==> src/rtl/prog_seq_det.sv <==
// rtl/prog_seq_det.sv - programmable serial sequence detector
//
// Ports:
//   clk        rising-edge clock
//   rst        asynchronous active-low reset
//   in         serial data bit
//   in_valid   qualifies in for sampling
//   load       configuration strobe (takes priority over in_valid)
//   pat        pattern, pat[pat_len-1] first expected bit, pat[0] last
//   pat_len    pattern length, legal 1..MAX_LEN
//   overlap    1 = overlapping detection, 0 = non-overlapping
//   out        registered one-cycle match pulse
//   match_cnt  saturating match count
//   armed      high while a legal configuration is held
//
// Macro SEQ_DET_CNT_EN: when defined, match_cnt is a saturating counter;
// otherwise match_cnt is tied to zero and no counter flops exist.

module prog_seq_det #(
  parameter int MAX_LEN = 16,
  parameter int LEN_W   = 5,
  parameter int CNT_W   = 8
) (
  input  logic               clk,
  input  logic               rst,
  input  logic               in,
  input  logic               in_valid,
  input  logic               load,
  input  logic [MAX_LEN-1:0] pat,
  input  logic [LEN_W-1:0]   pat_len,
  input  logic               overlap,
  output logic               out,
  output logic [CNT_W-1:0]   match_cnt,
  output logic               armed
);

  typedef enum logic [1:0] {IDLE, FILL, DETECT} state_t;

  state_t             state;
  logic [MAX_LEN-1:0] cfg_pat;
  logic [LEN_W-1:0]   cfg_len;
  logic               cfg_ovl;
  // Previously sampled bits; together with the incoming bit they form the
  // MAX_LEN-bit history window, which lets a match be flagged on the very
  // edge that samples its last bit.
  logic [MAX_LEN-2:0] prev;
  logic [LEN_W-1:0]   fill;

  logic               len_ok;
  logic               load_ok;
  logic               sample;
  logic               hit;
  logic [MAX_LEN-1:0] window;
  logic [MAX_LEN-1:0] mask;
  logic [LEN_W-1:0]   fill_nxt;

  always_comb begin
    len_ok   = (pat_len != '0) && (pat_len <= LEN_W'(MAX_LEN));
    load_ok  = load && len_ok;
    // An illegal strobe is ignored entirely, so it does not block a sample.
    sample   = (state != IDLE) && in_valid && !load_ok;
    window   = {prev, in};
    fill_nxt = (fill == LEN_W'(MAX_LEN)) ? fill : fill + LEN_W'(1);
    mask     = '0;
    for (int i = 0; i < MAX_LEN; i++) begin
      mask[i] = (LEN_W'(i) < cfg_len);
    end
    // Only compare once enough fresh bits are held; after a non-overlapping
    // match the fill count restarts so no bit is reused.
    hit = sample && (fill_nxt >= cfg_len) && (((window ^ cfg_pat) & mask) == '0);
  end

  always_ff @(posedge clk or negedge rst) begin
    if (!rst) begin
      state   <= IDLE;
      cfg_pat <= '0;
      cfg_len <= '0;
      cfg_ovl <= 1'b0;
      prev    <= '0;
      fill    <= '0;
      out     <= 1'b0;
      armed   <= 1'b0;
    end else if (load_ok) begin
      state   <= FILL;
      cfg_pat <= pat;
      cfg_len <= pat_len;
      cfg_ovl <= overlap;
      prev    <= '0;
      fill    <= '0;
      out     <= 1'b0;
      armed   <= 1'b1;
    end else begin
      out <= hit;
      if (sample) begin
        prev <= window[MAX_LEN-2:0];
        if (hit && !cfg_ovl) begin
          fill  <= '0;
          state <= FILL;
        end else begin
          fill <= fill_nxt;
          if (fill_nxt >= cfg_len) begin
            state <= DETECT;
          end
        end
      end
    end
  end

`ifdef SEQ_DET_CNT_EN
  always_ff @(posedge clk or negedge rst) begin
    if (!rst) begin
      match_cnt <= '0;
    end else if (load_ok) begin
      match_cnt <= '0;
    end else if (hit && (match_cnt != '1)) begin
      match_cnt <= match_cnt + CNT_W'(1);
    end
  end
`else
  assign match_cnt = '0;
`endif

endmodule

==> config.mk <==
export PLATFORM = sky130hd
export DESIGN_NAME = prog_seq_det
export DESIGN_NICKNAME = d
export VERILOG_FILES = /design/src/rtl/prog_seq_det.sv
export SDC_FILE = /design/constraint.sdc
export NUM_CORES = 1
export LEC_CHECK = 0
export CORE_MARGIN = 8
export CORE_UTILIZATION = 35
export DETAILED_ROUTE_END_ITERATION = 10
export SYNTH_ARGS = -nofsm -noshare
export SYNTH_HDL_FRONTEND = slang
export SYNTH_SLANG_ARGS = --single-unit
==> constraint.sdc <==
create_clock -name clk -period 2.85 [get_ports clk]
set_input_delay 0.57 -clock clk [delete_from_list [all_inputs] [get_ports clk]]
set_output_delay 0.57 -clock clk [all_outputs]
set_load 0.02 [all_outputs]
==> out/qor.yml, run 1 <==
n_fill_cell: 707
finalNonFillerCells: 389
setup_tns_ns: 0
num-nets-final: 343
synth_edf_count: 0
critPathKind: "flop to flop"
synth-compound-area-share_pct: 13.44
period_share_pct: 92.76
p_per_area_nw_per_um2: 605.0
cts_max_level: 2
synth_fa_ha_area_share_pct: 3.618
rsz0062_at_grt: "false"
clock-skew-final_ns: 0.01145
grt_antenna_before_repair: 0
dr_wl_met2_mm: 2.738
grt_pass1_vias: 1920
worst_path_dominant_cell_family: "simple AND/OR/NAND/NOR gates"
dp_slack_ns: 0.02169
setup_viol: 0
drt-met1-wl_mm: 2.569
max_freq_ghz: 0.3783
placed_cells: 382
max-cap-violations: 0
core-area_um2: 6756
clkTransAtPathRegs_ns: 0.09
synthMuxAreaShare_pct: 0
place_congestion: 0.8187
ant_nets: 0
synthFlopType: "dfrtp_1"
ys_seq_area_share_pct: 47.55
yosys_warnings: 0
vdd_drop_max_uv: 229.3
die_x_um: 99.17
critPathLaunchType: "flop"
synth-simple-area-share_pct: 21.65
grt_max_degree: 26
synth_top_family_by_area: "simple AND/OR/NAND/NOR gates"
grt_pass1_wl_mm: 9.473
post_drt_wl_per_cell_um: 14.33
worstPathArrival_ns: 2.83
ys_ff_latch: 46
fp.dieArea_um2: 9835
synth_top_area_share_pct: 47.55
clockBufferDepth: 2
crit_start: "fill[0]"
r2r-start: "fill[0]"
cts_root_buf: "clkbuf_8"
hold_viol: 0
die_h_um: 99.17
synthArstFlopShare_pct: 100.0
drive_above_1_share_pct: 5.825
total_leakage_power_nw: 1.237
grt_overflow: 0
cts.repair.resized: 0
viasPerCell: 4.961
firstDrtPassIters: 5
crit_slowest_cell: "or4_1"
synth_area_leader_cell: "dfrtp_1"
detailed_place.area_um2: 2780
cts_tree: "built"
syn_avg_cell_area_um2: 8.647
holdBufCountCts: 0
start_util_pct: 35.83
syn_to_final_growth_pct: 18.45
path_max_fanout: 7
wl_met3_um: 202
wl_mm: 5.574
final_common_cell: "nand2_1"
cp-end-kind: "flop"
drcViolationCount: 0
cts.sinks: 46
cts_buffers: 5
ios: 37
netlist_area_um2: 2421
dp_hpwl_mm: 4.157
synth-xor-area-share_pct: 7.597
worstPathRequired_ns: 3.04
rows: 30
clkLatencyLatePin_ns: 0.30
outcome: "complete, no violations"
cp_num_buf_inv: 1
max_stage_delay_ns: 0.57
post-cts-setup-buffer-count: 0
crit_chain: "inv_1 -> ha_1 -> nand2_1 -> nor3_4 -> nor2_1 -> ha_1 -> nand2_1 -> o21ai_1 -> a41oi_1 -> or4_1 -> nor2_4 -> o21ai_1"
final_area_um2: 2868
maxUsedRoutingLayer: "met4"
slew_violations: 0
dr_total_vias: 1930
num_antenna_cells: 0
worst_slack_ns: 0.2063
p_total_mw: 1.735
port-buffer-count: 28
min_period_ns: 2.644
synthTopCellsByArea: "dfrtp_1 (48%), nand2_1 (14%), xnor2_1 (6.5%)"
hp-class: "input port to async pin"
grt_use_total_pct: 11.94
final_cell_mix: "nand2_1 (92), dfrtp_1 (46), clkdlybuf4s50_1 (27), a21oi_1 (22), xnor2_1 (18)"
synth.distinct_cells: 41
drt_iter0_drc: 103
netlist_instances: 280
==> registers in the layout (all words and copies together), names as in the netlist <==
| name | count |
|---|---|
| armed | 1 |
| cfg_len | 5 |
| cfg_ovl | 1 |
| cfg_pat | 16 |
| fill | 5 |
| out | 1 |
| prev | 15 |
| state | 2 |
==> metrics by stage <==
stage | hold slack [ns] | util, %
after floorplan | 0.2744 | -
after global placement | 0.4581 | 41.15
after detailed placement | 0.4585 | 41.15
after CTS | 0.2460 | 42.28
after global routing | 0.2741 | 42.44
final | 0.2347 | 42.44
==> worst reg2reg max path, cell delays in order, from the launching register on <==
cell	delay (ns)
dfrtp_1	0.42
inv_1	0.12
ha_1	0.16
nand2_1	0.08
nor3_4	0.19
nor2_1	0.10
ha_1	0.30
nand2_1	0.05
o21ai_1	0.12
a41oi_1	0.15
or4_1	0.57
nor2_4	0.19
o21ai_1	0.10
==> synth_stat cells, types with 2 or more instances <==
| master | n |
|---|---|
| o21a_1 | 2 |
| a21oi_1 | 22 |
| o32ai_1 | 2 |
| buf_4 | 8 |
| dfrtp_1 | 46 |
| nor4_1 | 2 |
| inv_1 | 6 |
| nand2_1 | 92 |
| a31oi_1 | 3 |
| nand3_1 | 10 |
| nand2b_1 | 2 |
| nor2_1 | 7 |
| xor2_1 | 3 |
| o21ai_0 | 7 |
| o21ai_1 | 7 |
| clkbuf_1 | 8 |
| xnor2_1 | 18 |
| buf_2 | 5 |
| nor3_1 | 2 |
| ha_1 | 7 |
==> routing by layer <==
| layer | track usage (%) | vias up |
|---|---|---|
| met1 | 15.35 | 915 |
| li1 | - | 970 |
| met5 | 0 | - |
| met4 | 4.424 | 0 |
| met3 | 2.165 | 7 |
| met2 | 19.54 | 38 |
==> area by class of cell <==
type	instances	area [µm²]	share of cell area, %
multi-input combinational	212	1162	40.53
sequential	46	1151	40.14
timing repair buffer	36	347.8	12.13
tap	80	100.1	3.490
clock buffer	7	76.32	2.661
inverter	8	30.03	1.047
==> power breakdown <==
group          internal, mW  switching [mW]
Clock                 0.169           0.207
Combinational         0.233           0.286
Sequential            0.743          0.0969
Total                  1.15           0.590
==> cell families after synthesis <==
logic type,count (synthesis)
adder cells (fa/ha/maj),7
XOR/XNOR,21
AO/OA/AOI/OAI,54
other,1
AND/OR/NAND/NOR,122
flip-flops,46
buffers and inverters,29
==> worst paths after layout <==
kind / endpoint / slack (ns) / cells past startpoint
min reg2reg: cfg_ovl / 0.48 / 2
min: cfg_pat[15] / 0.23 / 1
max: fill[4] / 0.21 / 12
max in group asynchronous: cfg_pat[1] / 1.89 / 2
min in group clk: cfg_ovl / 0.48 / 2
max reg2reg: fill[4] / 0.21 / 12
Note: power is estimated with default switching activity, not from simulation.
==> run 2: changes to the inputs <==
CORE_MARGIN = 10   (was 8)
SLEW_MARGIN = 20   (was not set)
==> out/qor.yml, run 2 (synthesis results as in run 1) <==
outcome: "complete, no violations"
p_total_mw: 1.824  # +5.2%
drcViolationCount: 0  # unchanged
dp_slack_ns: -0.002250  # -0.02394 ns
num-nets-final: 344  # +0.29%
ios: 37  # unchanged
reg2reg_setup_slack_ns: 0.18  # -0.03 ns
crit_slowest_cell: "or4_4"
cts_max_level: 2  # unchanged
max_freq_ghz: 0.3745  # -0.99%
drive_above_1_share_pct: 8.360  # +2.5 points
cts_root_buf: "clkbuf_8"
vdd_drop_max_uv: 268.3  # +17%
clkTransAtPathRegs_ns: 0.09  # about the same
place_congestion: 0.8472  # +3.5%
path_max_fanout: 7  # unchanged
grt_pass1_wl_mm: 9.584  # +1.2%
cts_buffers: 5  # unchanged
max_stage_delay_ns: 0.54  # -0.03 ns
grt_pass1_vias: 2012  # +4.8%
r2r-start: "fill[0]"
setup_viol: 0  # unchanged
cts_tree: "built"
grt_use_total_pct: 11.44  # -0.50 points
clkLatencyLatePin_ns: 0.31  # about the same
syn_to_final_growth_pct: 20.10
die_h_um: 103.2  # +4.0%
worstMarginPinSlew_ns: 0.8010
wl_mm: 5.825  # +4.5%
met1_usage_pct: 13.94  # -1.4 points
fin_util_pct: 43.04  # +0.59 points
final_cell_mix: "nand2_1 (92), dfrtp_1 (46), clkdlybuf4s50_1 (27), a21oi_1 (22), xnor2_1 (18)"
rsz0062_at_grt: "false"
rows: 30  # unchanged
r2r-end: "fill[2]"
holdWs_ns: 0.3466  # +0.1119 ns
p_per_area_nw_per_um2: 627.4  # +3.7%
post_drt_wl_per_cell_um: 14.90  # +4.0%
top_regs: "cfg_pat: 16 flops, prev: 15 flops"
cts.sinks: 46  # unchanged
grt_util_met3_pct: 1.794  # -0.37 points
core-area_um2: 6756  # unchanged
cp-end-kind: "flop"
top_register: "cfg_pat"
max-cap-violations: 0  # unchanged
num_antenna_cells: 0  # unchanged
drt_iter0_drc: 115  # +12%
setup_tns_ns: 0  # unchanged
grt_busiest_layer: "met2"
seq_area_um2: 1151  # unchanged
period_share_pct: 93.69  # +0.93 points
worstRegToRegCells: 12  # unchanged
multi_input_area_um2: 1180  # +1.5%
die_x_um: 103.2  # +4.0%
dp_hpwl_mm: 4.264  # +2.6%
slew_violations: 0  # unchanged
worstSetupPathDepth: 12  # unchanged
use_met2_pct: 19.99  # +0.45 points
clock-skew-final_ns: 0.01199  # +0.0005452 ns
final_common_cell: "nand2_1"
clockBufferDepth: 2  # unchanged
total_leakage_power_nw: 1.254  # +1.3%
hold_viol: 0  # unchanged
worstPathRequired_ns: 3.05  # about the same
worstPathArrival_ns: 2.87  # +0.04 ns
largest_reg_flops: 16  # unchanged
grt_max_degree: 35  # +35%
worst_slack_ns: 0.1799  # -0.02644 ns
min_period_ns: 2.670  # +0.02644 ns
grt_antenna_before_repair: 0  # unchanged
crit_chain: "inv_2 -> ha_1 -> nand2_1 -> nor3_4 -> nor2_2 -> ha_1 -> nand2_1 -> o21ai_2 -> a41oi_2 -> or4_4 -> nor2_4 -> o21ai_1"
start_util_pct: 35.83  # unchanged
viasPerCell: 4.946  # -0.31%
worst_path_dominant_cell_family: "simple AND/OR/NAND/NOR gates"
fp.dieArea_um2: 10640  # +8.2%
critPathKind: "flop to flop"
slew_headroom_pct: 46.60
dr_total_vias: 1934  # +0.21%
hp-class: "input port to async pin"
critPathLaunchType: "flop"
ant_nets: 0  # unchanged
grt_overflow: 0  # unchanged
cp_num_buf_inv: 1  # unchanged
firstDrtPassIters: 4  # -1
n_fill_cell: 683  # -3.4%
port-buffer-count: 28  # unchanged
-- run 2: repair_timing --
action,CTS,global route
buffers inserted,0,1
gates resized for setup,1,6
pin swaps,0,3
setup endpoints to repair,6,7
hold buffers,0,0
-- run 2: worst register-to-register path: cells and delay by family, from the launching register on --
kind	cells	cell delay [ns]
AOI/OAI and AO/OA	3	0.39
adders and majority gates	2	0.44
buffers and inverters	1	0.08
DFF	1	0.43
and+or+nand+nor	6	1.23
-- run 2: layout make-up --
cell class,count,share of cell area (%)
inverter,8,1.033
sequential,46,39.59
clock inverter,1,0.1721
clock buffer,7,2.969
tap,80,3.442
timing repair buffer,37,12.22
multi-input combinational,212,40.58
-- run 2: power breakdown --
part / internal, mW / leakage, nW / switching, mW / total [mW]
logic: 0.255 / 0.612 / 0.308 / 0.563
registers: 0.743 / 0.594 / 0.0986 / 0.841
clock network: 0.196 / 0.0482 / 0.224 / 0.420
total: 1.19 / 1.25 / 0.630 / 1.82
-- run 2: layer usage --
layer	part of all wire (%)	vias up
met1	46	914
li1	-	976
met2	50	37
met4	1.6	0
met5	0	-
met3	2.2	7
-- run 2: how the worst max path moves through the flow --
stage	startpoint	to	slack (ns)
after global routing	fill[0]	fill[4]	0.004
after CTS	fill[0]	fill[2]	0.12
after floorplan	fill[0]	fill[1]	0.21
after detailed placement	fill[0]	fill[2]	-0.002
after global placement	fill[0]	fill[3]	0.12
final	fill[0]	fill[2]	0.18
-- run 2: metrics by stage --
stage	std cells	instance area, µm²
floorplan	287	2447
global placement	382	2780
detailed placement	382	2780
CTS	390	2877
global route	391	2908
finish	391	2908
